`src/rtl/instr_fetch_unit.sv`:
```
// instr_fetch_unit: PC holder and IF/ID register for a single-issue MIPS core.
// Drives the word address to a combinational instruction memory, registers the
// returned instruction with a valid/ready handshake toward decode, and accepts
// redirects from execute that kill the in-flight IF/ID entry.
// Optional build macro: JUMP_PREDECODE_EN resolves j/jal at fetch time so they
// cost no bubbles; without it j/jal are resolved by execute through a redirect.
module instr_fetch_unit #(
  parameter logic [31:0] RESET_PC = 32'h0000_0000,
  parameter int          CNT_W    = 32
) (
  input  logic             clk,
  input  logic             rst,
  output logic [31:0]      imem_addr,
  input  logic [31:0]      imem_instr,
  input  logic             redirect_valid,
  input  logic [31:0]      redirect_pc,
  input  logic             id_ready,
  output logic             if_valid,
  output logic [31:0]      if_instr,
  output logic [31:0]      if_pc,
  output logic [31:0]      if_pc_plus4,
  output logic             misalign_err,
  output logic [CNT_W-1:0] fetch_count
);

  logic [31:0]      pc_q, pc_d;
  logic             if_valid_q, if_valid_d;
  logic [31:0]      if_instr_q, if_instr_d;
  logic [31:0]      if_pc_q, if_pc_d;
  logic [31:0]      if_pc_plus4_q, if_pc_plus4_d;
  logic             misalign_q, misalign_d;
  logic [CNT_W-1:0] fetch_count_q, fetch_count_d;

  logic        load;
  logic        consume;
  logic [31:0] pc_plus4;
  logic [31:0] next_pc;

  // Sequential successor of the PC; wraps naturally at 2^32.
  always_comb begin
    pc_plus4 = pc_q + 32'd4;
    next_pc  = pc_plus4;
`ifdef JUMP_PREDECODE_EN
    // j (000010) / jal (000011): take the pseudo-direct target straight away.
    if (imem_instr[31:27] == 5'b00001)
      next_pc = {pc_plus4[31:28], imem_instr[25:0], 2'b00};
`endif
  end

  // Next-state for PC and IF/ID: redirect beats load, otherwise stall holds.
  always_comb begin
    load          = !if_valid_q || id_ready;
    consume       = if_valid_q && id_ready && !redirect_valid;
    pc_d          = pc_q;
    if_valid_d    = if_valid_q;
    if_instr_d    = if_instr_q;
    if_pc_d       = if_pc_q;
    if_pc_plus4_d = if_pc_plus4_q;
    misalign_d    = misalign_q;
    fetch_count_d = consume ? fetch_count_q + CNT_W'(1) : fetch_count_q;
    if (redirect_valid) begin
      // Low address bits are dropped; a non-zero pair is latched as an error.
      pc_d       = {redirect_pc[31:2], 2'b00};
      if_valid_d = 1'b0;
      misalign_d = misalign_q | (|redirect_pc[1:0]);
    end else if (load) begin
      if_instr_d    = imem_instr;
      if_pc_d       = pc_q;
      if_pc_plus4_d = pc_plus4;
      if_valid_d    = 1'b1;
      pc_d          = next_pc;
    end
  end

  // State registers with synchronous reset taking priority over everything.
  always_ff @(posedge clk) begin
    if (rst) begin
      pc_q          <= RESET_PC;
      if_valid_q    <= 1'b0;
      if_instr_q    <= '0;
      if_pc_q       <= '0;
      if_pc_plus4_q <= '0;
      misalign_q    <= 1'b0;
      fetch_count_q <= '0;
    end else begin
      pc_q          <= pc_d;
      if_valid_q    <= if_valid_d;
      if_instr_q    <= if_instr_d;
      if_pc_q       <= if_pc_d;
      if_pc_plus4_q <= if_pc_plus4_d;
      misalign_q    <= misalign_d;
      fetch_count_q <= fetch_count_d;
    end
  end

  // Memory address comes only from the PC flop, never from an input.
  assign imem_addr    = pc_q;
  assign if_valid     = if_valid_q;
  assign if_instr     = if_instr_q;
  assign if_pc        = if_pc_q;
  assign if_pc_plus4  = if_pc_plus4_q;
  assign misalign_err = misalign_q;
  assign fetch_count  = fetch_count_q;

endmodule

```
`config.mk`:
```
export PLATFORM = sky130hd
export DESIGN_NAME = instr_fetch_unit
export DESIGN_NICKNAME = d
export VERILOG_FILES = /design/src/rtl/instr_fetch_unit.sv
export SDC_FILE = /design/constraint.sdc
export NUM_CORES = 1
export LEC_CHECK = 0
export ABC_AREA = 1
export CAP_MARGIN = 0
export CORE_MARGIN = 3
export CORE_UTILIZATION = 44
export CTS_BUF_LIST = sky130_fd_sc_hd__clkbuf_2
export CTS_CLUSTER_DIAMETER = 80
export DETAILED_ROUTE_END_ITERATION = 10
export PLACE_DENSITY = 0.77
export SLEW_MARGIN = 40
export SYNTH_ARGS = -nofsm -noshare
export SYNTH_HDL_FRONTEND = slang
export SYNTH_SLANG_ARGS = --single-unit
```
`constraint.sdc`:
```
create_clock -name clk -period 2.5 [get_ports clk]
set_input_delay 0.5 -clock clk [delete_from_list [all_inputs] [get_ports clk]]
set_output_delay 0.5 -clock clk [all_outputs]
set_load 0.01 [all_outputs]
```
# Yosys cells after proc, flatten, opt, wreduce, memory -nomap -nowiden
# Cells that the tools add are included.
# word_totals
word_cells	23
in_bits	68
register_bits	162
out_inout_bits	162
# op_classes
n_mux	2
addsub	2
reduce_logical	9
bitwise_logic	2
# op_table
op	count
2-to-1 mux 32 bit	2
adder 32 x 1 -> 32 bit (second input constant)	1
adder 32 x 3 -> 32 bit (second input constant)	1
OR reduction 2 bit	2
logical AND 1 bit	2
logical NOT 1 bit	2
AND reduction 2 bit	1
nonzero test 2 bit	1
logical OR 1 bit	1
NOT 1 bit	1
bitwise OR 1 bit	1

# Longest topological paths before layout
# Gate-level depths: netlist of the first run.
# depth
ltp_word	4
ltp_mapped	11
mapped_depth_nobuf	11

# Worst setup path after synthesis of the first run
# OpenSTA, ideal clock, no wires.
# synth_path
kind	input to register
startpoint	input redirect_valid
endpoint	register fetch_count_q[26] (netlist: fetch_count[26])
cell_stages	11
path_buffers	1
t_arrival_ps	1400
slack_ps	972
required_ps	2372
cell_sequence	buf_6 -> inv_4 -> nand3_4 -> nor2_4 -> nand2_2 -> nor2_8 -> nand2_4 -> nor2_1 -> nand2_1 -> nand2_1 -> nor2_1
# synth_via
elab_chain_cells	2
# synth_rtl
element	line	source
start: declaration	15	input logic redirect_valid,
logical NOT 1 bit	53	consume = if_valid_q && id_ready && !redirect_valid;
logical AND 1 bit	53	
end signal: assignment	92	fetch_count_q <= fetch_count_d;
end: declaration	32	logic [CNT_W-1:0] fetch_count_q, fetch_count_d;
# Every way passes these cells.
# A chain may end at the register's enable or synchronous reset.

# Worst setup path after layout of the first run
# layout_path
startpoint	register pc_q[11] (netlist: imem_addr[11])
endpoint	output imem_addr[11]
# layout_rtl
element	line	source
start: declaration	26	logic [31:0] pc_q, pc_d;
start signal: assignment	86	pc_q <= pc_d;
end: declaration	13	output logic [31:0] imem_addr,
# No word-level cell between the ends.

==> run metrics, run 1 <==
Synth area leader=dfxtp_1; WL final=between 20 and 25 mm; largest delay contributor family on the critical path=buffers and inverters; nets=about 1.2k; fillers=around 1.4k; DRC Markers=0; DR vias/cell=about 5.1; Critical Path Start Type=flop; IO Pins=230; Post-CTS Hold Buffers=0; largest incremental delay on the critical path=between 600 and 700 ps; Synth top area share=0.4532; power density cells=roughly 500 mW/mm^2; Die Wd=131.1 um; Worst Setup End Kind=output port; Initial DRC Count=between 600 and 700; initial core utilization=0.4516; maximum level of the CTS H-tree=4; port bufs=223; status=finished clean; Max Slew Vio Count=0; Longest Clk Path Bufs=2; largest net degree at the start of global routing=85; data arrival time of the critical path=around 1900 ps; Worst Skew=between 30 and 40 ps; die height=131.1 um; gr usage total=0.2374; Max-slew headroom=0.4665; initial antenna violation count=0; M1 WL=9.933 mm; Final Cycle Share=0.9423; # placed instances=1350; crit path max-delay cell type=clkdlybuf4s50_1; First-pass DRT Iterations=6; max layer used=met4; worst min path class=primary input to flop; post-detail-place hpwl=15.03 mm; vias in the first global route=6331; n_diodes=0; CTS sink count=156; Worst-Margin Slew=800.3 ps; max-cap violations=0; cell count after synthesis=between 900 and 1k; setup bufs post-CTS=0; Post-Synthesis Cell Area=between 0.006 and 0.007 sq mm; ratio of cells with drive above 1 in the final layout=0.07620; largest cells by area after synthesis=dfxtp_1 45%, nand2_1 11%, nor2_1 9.3%, a21oi_1 6.6%, o21ai_0 6.0%; Final WS setup=roughly 140 ps; crit-path cells=clkdlybuf4s50_1; Resized cells post-CTS=0; leak pwr=roughly 3.5 nW; Tmin final=~2400 ps; # rows=between 40 and 50; Syn. warnings=0; routed vias=7019; fin cells=roughly 1.4k; fin util=0.6206; Setup CP Type=flop to output port; Clock Latency Late Sink=700 ps; CTS tree=built; synthesized area per cell=7.238 sq um; Max VDD drop=approximately 250 uV; Distinct cells, synth=35; first-pass GRT wire length=roughly 34 mm; final count of hold timing violations=0; Area Growth Syn to Fin=37.43%; Final TNS setup=0 ps; GRT Residual Overflow=0; Peak Freq=~420 MHz; Yosys reg bits=roughly 160; routed len/inst=approximately 15 um; met2 routed WL=between 9 and 10 mm; RSZ-0062 raised after global routing=false; RD Place Congestion=about 0.92; Worst-path clk slew=200 ps; DR WL met3=roughly 1.5 mm; total power=approximately 0.0048 W; Final Setup Violations=0; clk root buf=clkbuf_2; Max FO, Critical Path=7; WP buf/inv=1; Worst EP required=2000 ps; die area=approximately 0.017 sq mm; sequential fraction of the synthesis area=0.4532; most frequent cells in the layout=222 x clkdlybuf4s50_1, 197 x nand2_1, 170 x nor2_1, 156 x dfxtp_1, 91 x a21oi_1; pre-CTS setup slack=306.3 ps; ANT nets after route=0; TritonCTS Buffers=17; commonest non-fill, non-tap cell in the layout=clkdlybuf4s50_1; core area=between 0.015 and 0.02 sq mm
## worst paths after layout
path | start | to | slack, ps | cells past startpoint
max | imem_addr[11] | imem_addr[11] | 140 | 1
min | rst | fetch_count[20] | 300 | 5
max reg2reg | imem_addr[3] | imem_addr[16] | 590 | 7
min reg2reg | misalign_err | misalign_err | 470 | 2
## synthesized netlist by cell type (all sizes together)
master	instances
xnor2	2
clkbuf	26
o21bai	1
nand4	6
or2	1
nand2	215
xor2	10
dfxtp	156
inv	64
nand3b	1
nor2	196
o21ai	82
ha	2
nand3	39
nor3	4
a21oi	91
a31oi	10
buf	23
o21a	1
conb	1
a22oi	21
## layer usage
metal,vias to the layer above,global-route usage
met5,-,0
met4,0,0.08110
li1,3486,-
met1,3188,0.3378
met2,313,0.3571
met3,32,0.05207
## area by class of cell
type	instances	area, sq um	area share
multi-input cells	688	3306	0.3491
flip-flops and latches	156	3123	0.3298
repair buffers	231	2337	0.2468
well taps	211	264.0	0.02788
inverters	64	242.7	0.02563
clock inverters	10	101.3	0.01070
clock buffers	19	95.09	0.01004
## through the flow
step / cell area, sq um / hold WS (ps)
floorplan: 6909 / 474.0
global route: 9469 / 259.7
global placement: 9273 / 439.3
finish: 9469 / 297.7
detailed placement: 9273 / 443.6
CTS: 9469 / 237.5
## kinds of logic (layout without fill, tap and decap cells)
family | Yosys count | in the layout | synth area share
buf+inv | 113 | 324 | 0.07009
other cells | 1 | 6 | 0.0005442
compound gates | 206 | 206 | 0.1603
fa+ha+maj | 2 | 2 | 0.003631
simple gates | 462 | 462 | 0.2969
xor+xnor | 12 | 12 | 0.01525
flops | 156 | 156 | 0.4532
## sequential cells by signal, indices dropped and copies added, names as in the netlist
name,count
fetch_count,32
if_pc_plus4,30
misalign_err,1
imem_addr,30
if_pc,30
if_instr,32
if_valid,1
## power by group
| part | internal [W] | total [W] | leakage (nW) | switching [W] |
|---|---|---|---|---|
| clock network | 0.000436 | 0.00128 | 0.126 | 0.000842 |
| logic | 0.000397 | 0.000757 | 2.08 | 0.000360 |
| registers | 0.00261 | 0.00272 | 1.28 | 0.000106 |
No activity file was read; power rests on OpenSTA's default activity.
==> run 2: changes to the inputs <==
--- a/config.mk
+++ b/config.mk
@@ -11,6 +11,7 @@
 export CORE_UTILIZATION = 44
 export CTS_BUF_LIST = sky130_fd_sc_hd__clkbuf_2
 export CTS_CLUSTER_DIAMETER = 80
+export CTS_CLUSTER_SIZE = 8
 export DETAILED_ROUTE_END_ITERATION = 10
 export PLACE_DENSITY = 0.77
 export SLEW_MARGIN = 40
==> results of run 2 <==
The final DEF is identical to that of run 1; final timing and power are the same.
==> run 3: changes to the inputs <==
--- a/config.mk
+++ b/config.mk
@@ -13,7 +13,7 @@
 export CTS_CLUSTER_DIAMETER = 80
 export CTS_CLUSTER_SIZE = 8
 export DETAILED_ROUTE_END_ITERATION = 10
-export PLACE_DENSITY = 0.77
+export DONT_BUFFER_PORTS = 1
 export SLEW_MARGIN = 40
 export SYNTH_ARGS = -nofsm -noshare
 export SYNTH_HDL_FRONTEND = slang
==> run 3 against run 2 <==
Worst setup slack better by 300 ps. Routed wire length is 1.9% lower. Register-to-register slack worse by 140 ps. Die area stayed put. Sequential power is 3% higher. Hold slack worse by 200 ps. Power is 0.98% higher. Clock power is 21% higher. Maximum frequency is 15% higher.
==> run metrics, run 3 (synthesis gave the netlist of run 1 again) <==
gr usage total=0.2381 (was 0.2374); Initial DRC Count=450 (was 672); Crit Reg-Reg Endpoint=imem_addr[17] (was imem_addr[16]); data arrival time of the critical path=2700 ps (was 1860 ps); Tmin final=2053 ps (was 2356 ps); Worst Setup End Kind=flop (was output port); cell internal pwr=0.003393 W (was 0.003446 W); # rows=45 (unchanged); Final TNS setup=0 ps (unchanged); clk root buf=clkbuf_2 (unchanged); Sequential Power Share=0.584 (was 0.572); post-detail-place hpwl=14.04 mm (was 15.03 mm); Worst EP required=3150 ps (was 2000 ps); DRC Markers=0 (unchanged); vias in the first global route=5886 (was 6331); Final WS setup=447.4 ps (was 144.2 ps); power density cells=595.6 mW/mm^2 (was 502.0 mW/mm^2); Net Switching=0.001406 W (was 0.001308 W); port bufs=0 (was 223); TritonCTS Buffers=17 (unchanged); die area=0.01720 sq mm (unchanged); ANT nets after route=0 (unchanged); routed vias=6356 (was 7019); power share of the clock group=0.323 (was 0.269); Final Setup Violations=0 (unchanged); commonest non-fill, non-tap cell in the layout=nand2_1 (was clkdlybuf4s50_1); Sw Ratio=0.2930 (was 0.2751); status=finished clean (unchanged); Worst Skew=28.56 ps (was 30.11 ps); global routing usage on met2=0.3569 (was 0.3571); Critical path origin=if_valid (was imem_addr[11]); Max Slew Vio Count=0 (unchanged); met1 Use GR=0.3282 (was 0.3378); Longest Clk Path Bufs=2 (unchanged); worst min path class=primary input to flop (unchanged); GR Util met3=0.08423 (was 0.05207); RD Place Congestion=0.8847 (was 0.9204); CTS tree=built (unchanged); Worst-Margin Slew=588.6 ps (was 800.3 ps); die height=131.1 um (unchanged); Die Wd=131.1 um (unchanged); Register-to-Register Path Depth=6 (was 7); busiest grt layer=met2 (unchanged); fin cells=1234 (was 1379); Area Growth Syn to Fin=16.96% (was 37.43%); initial antenna violation count=0 (unchanged); # placed instances=1126 (was 1350); part of the power in combinational logic=0.093 (was 0.159); DR vias/cell=5.151 (was 5.090); R2R setup slack=450 ps (was 590 ps); setup bufs post-CTS=0 (unchanged); Clock Latency Late Sink=710 ps (was 700 ps); Worst-path clk slew=230 ps (was 200 ps); total power=0.004800 W (was 0.004753 W); Max VDD drop=224.6 uV (was 246.1 uV); max-cap violations=0 (unchanged); GRT Residual Overflow=0 (unchanged); CP Capture Point=imem_addr[17] (was imem_addr[11]); IO Pins=230 (unchanged); Final Cycle Share=0.8210 (was 0.9423); First-pass DRT Iterations=5 (was 6); Fin Hold WS=98.61 ps (was 297.7 ps); RSZ-0062 raised after global routing=false (unchanged); first-pass GRT wire length=33.11 mm (was 33.60 mm); maximum level of the CTS H-tree=4 (unchanged); routed len/inst=16.74 um (was 15.26 um); nets=1080 (was 1228); Max FO, Critical Path=30 (was 7); CTS sink count=156 (unchanged); hold path cells=4 (was 5); WL final=20.65 mm (was 21.04 mm); leak pwr=3.011 nW (was 3.486 nW); largest net degree at the start of global routing=103 (was 85); pre-CTS setup slack=735.0 ps (was 306.3 ps); Worst R2R Start=if_valid (was imem_addr[3]); core area=0.01526 sq mm (unchanged); Critical Path Start Type=flop (unchanged); Setup CP Type=flop to flop (was flop to output port); ratio of cells with drive above 1 in the final layout=0.09286 (was 0.07620); Peak Freq=487.2 MHz (was 424.5 MHz); most frequent cells in the layout=197 x nand2_1, 170 x nor2_1, 156 x dfxtp_1, 91 x a21oi_1, 82 x o21ai_0 (was 222 x clkdlybuf4s50_1, 197 x nand2_1, 170 x nor2_1, 156 x dfxtp_1, 91 x a21oi_1); final count of hold timing violations=0 (unchanged); initial core utilization=0.4516 (unchanged); Max-slew headroom=0.6076 (was 0.4665); n_diodes=0 (unchanged)
==> run 3: cell count changes in the layout (fill, tap and decap cells not counted), moves of 2 or more <==
| cell | change |
|---|---|
| buf_12 | -2 |
| clkbuf_2 | -2 |
| clkdlybuf4s50_1 | -222 |
| clkinv_1 | -3 |
| dlygate4sd3_1 | +74 |
| inv_6 | +4 |
| inv_8 | +2 |
==> run 3: final cells by class <==
class,instances,area (sq um)
clock buffers,17,85.08
clock inverters,15,186.4
fillers,1505,7199
inverters,64,244.0
repair buffers,83,850.8
multi-input cells,688,3306
flip-flops and latches,156,3123
well taps,211,264.0
==> run 3: worst min-delay path by stage <==
stage / from / endpoint
2_1_floorplan: misalign_err / misalign_err
3_5_place_dp: misalign_err / misalign_err
6_report: redirect_valid / fetch_count[0]
5_1_grt: redirect_valid / fetch_count[0]
4_1_cts: redirect_valid / fetch_count[0]
3_3_place_gp: misalign_err / misalign_err
==> run 3: repair_timing <==
| item | in CTS | in global routing |
|---|---|---|
| gates resized for setup | 0 | 0 |
| endpoints found under the hold margin | 106 | 0 |
| hold buffers | 76 | 0 |
==> run 3: power groups by stage <==
stage	clock [W]	sequential, W	combinational (W)
floorplan	0	0.00280	0.000282
global placement	0	0.00285	0.000308
detailed placement	0	0.00285	0.000312
CTS	0.00161	0.00281	0.000445
global route	0.00170	0.00283	0.000504
finish	0.00155	0.00281	0.000445
==> run 3: worst max-delay path, cell delays in order, from the launching register on <==
cell and delay (ps):
dfxtp_1 550, nand2_1 150, nor2_2 110, buf_4 350, a22oi_1 100, dlygate4sd3_1 590
a21oi_1 150
==> run 3: per-stage QoR <==
stage	utilization	area [sq um]
after floorplan	-	6909
after CTS	0.5285	8064
after global placement	0.4597	7014
final	0.5282	8059
after global routing	0.5282	8059
after detailed placement	0.4597	7014
==> run 3: metal layers <==
layer / wire length, um / vias up / part of all wire
li1: - / 3200 / -
met1: 9353 / 2874 / 0.45
met2: 8964 / 265 / 0.43
met3: 2096 / 17 / 0.10
met4: 237 / 0 / 0.011
met5: 0 / - / 0
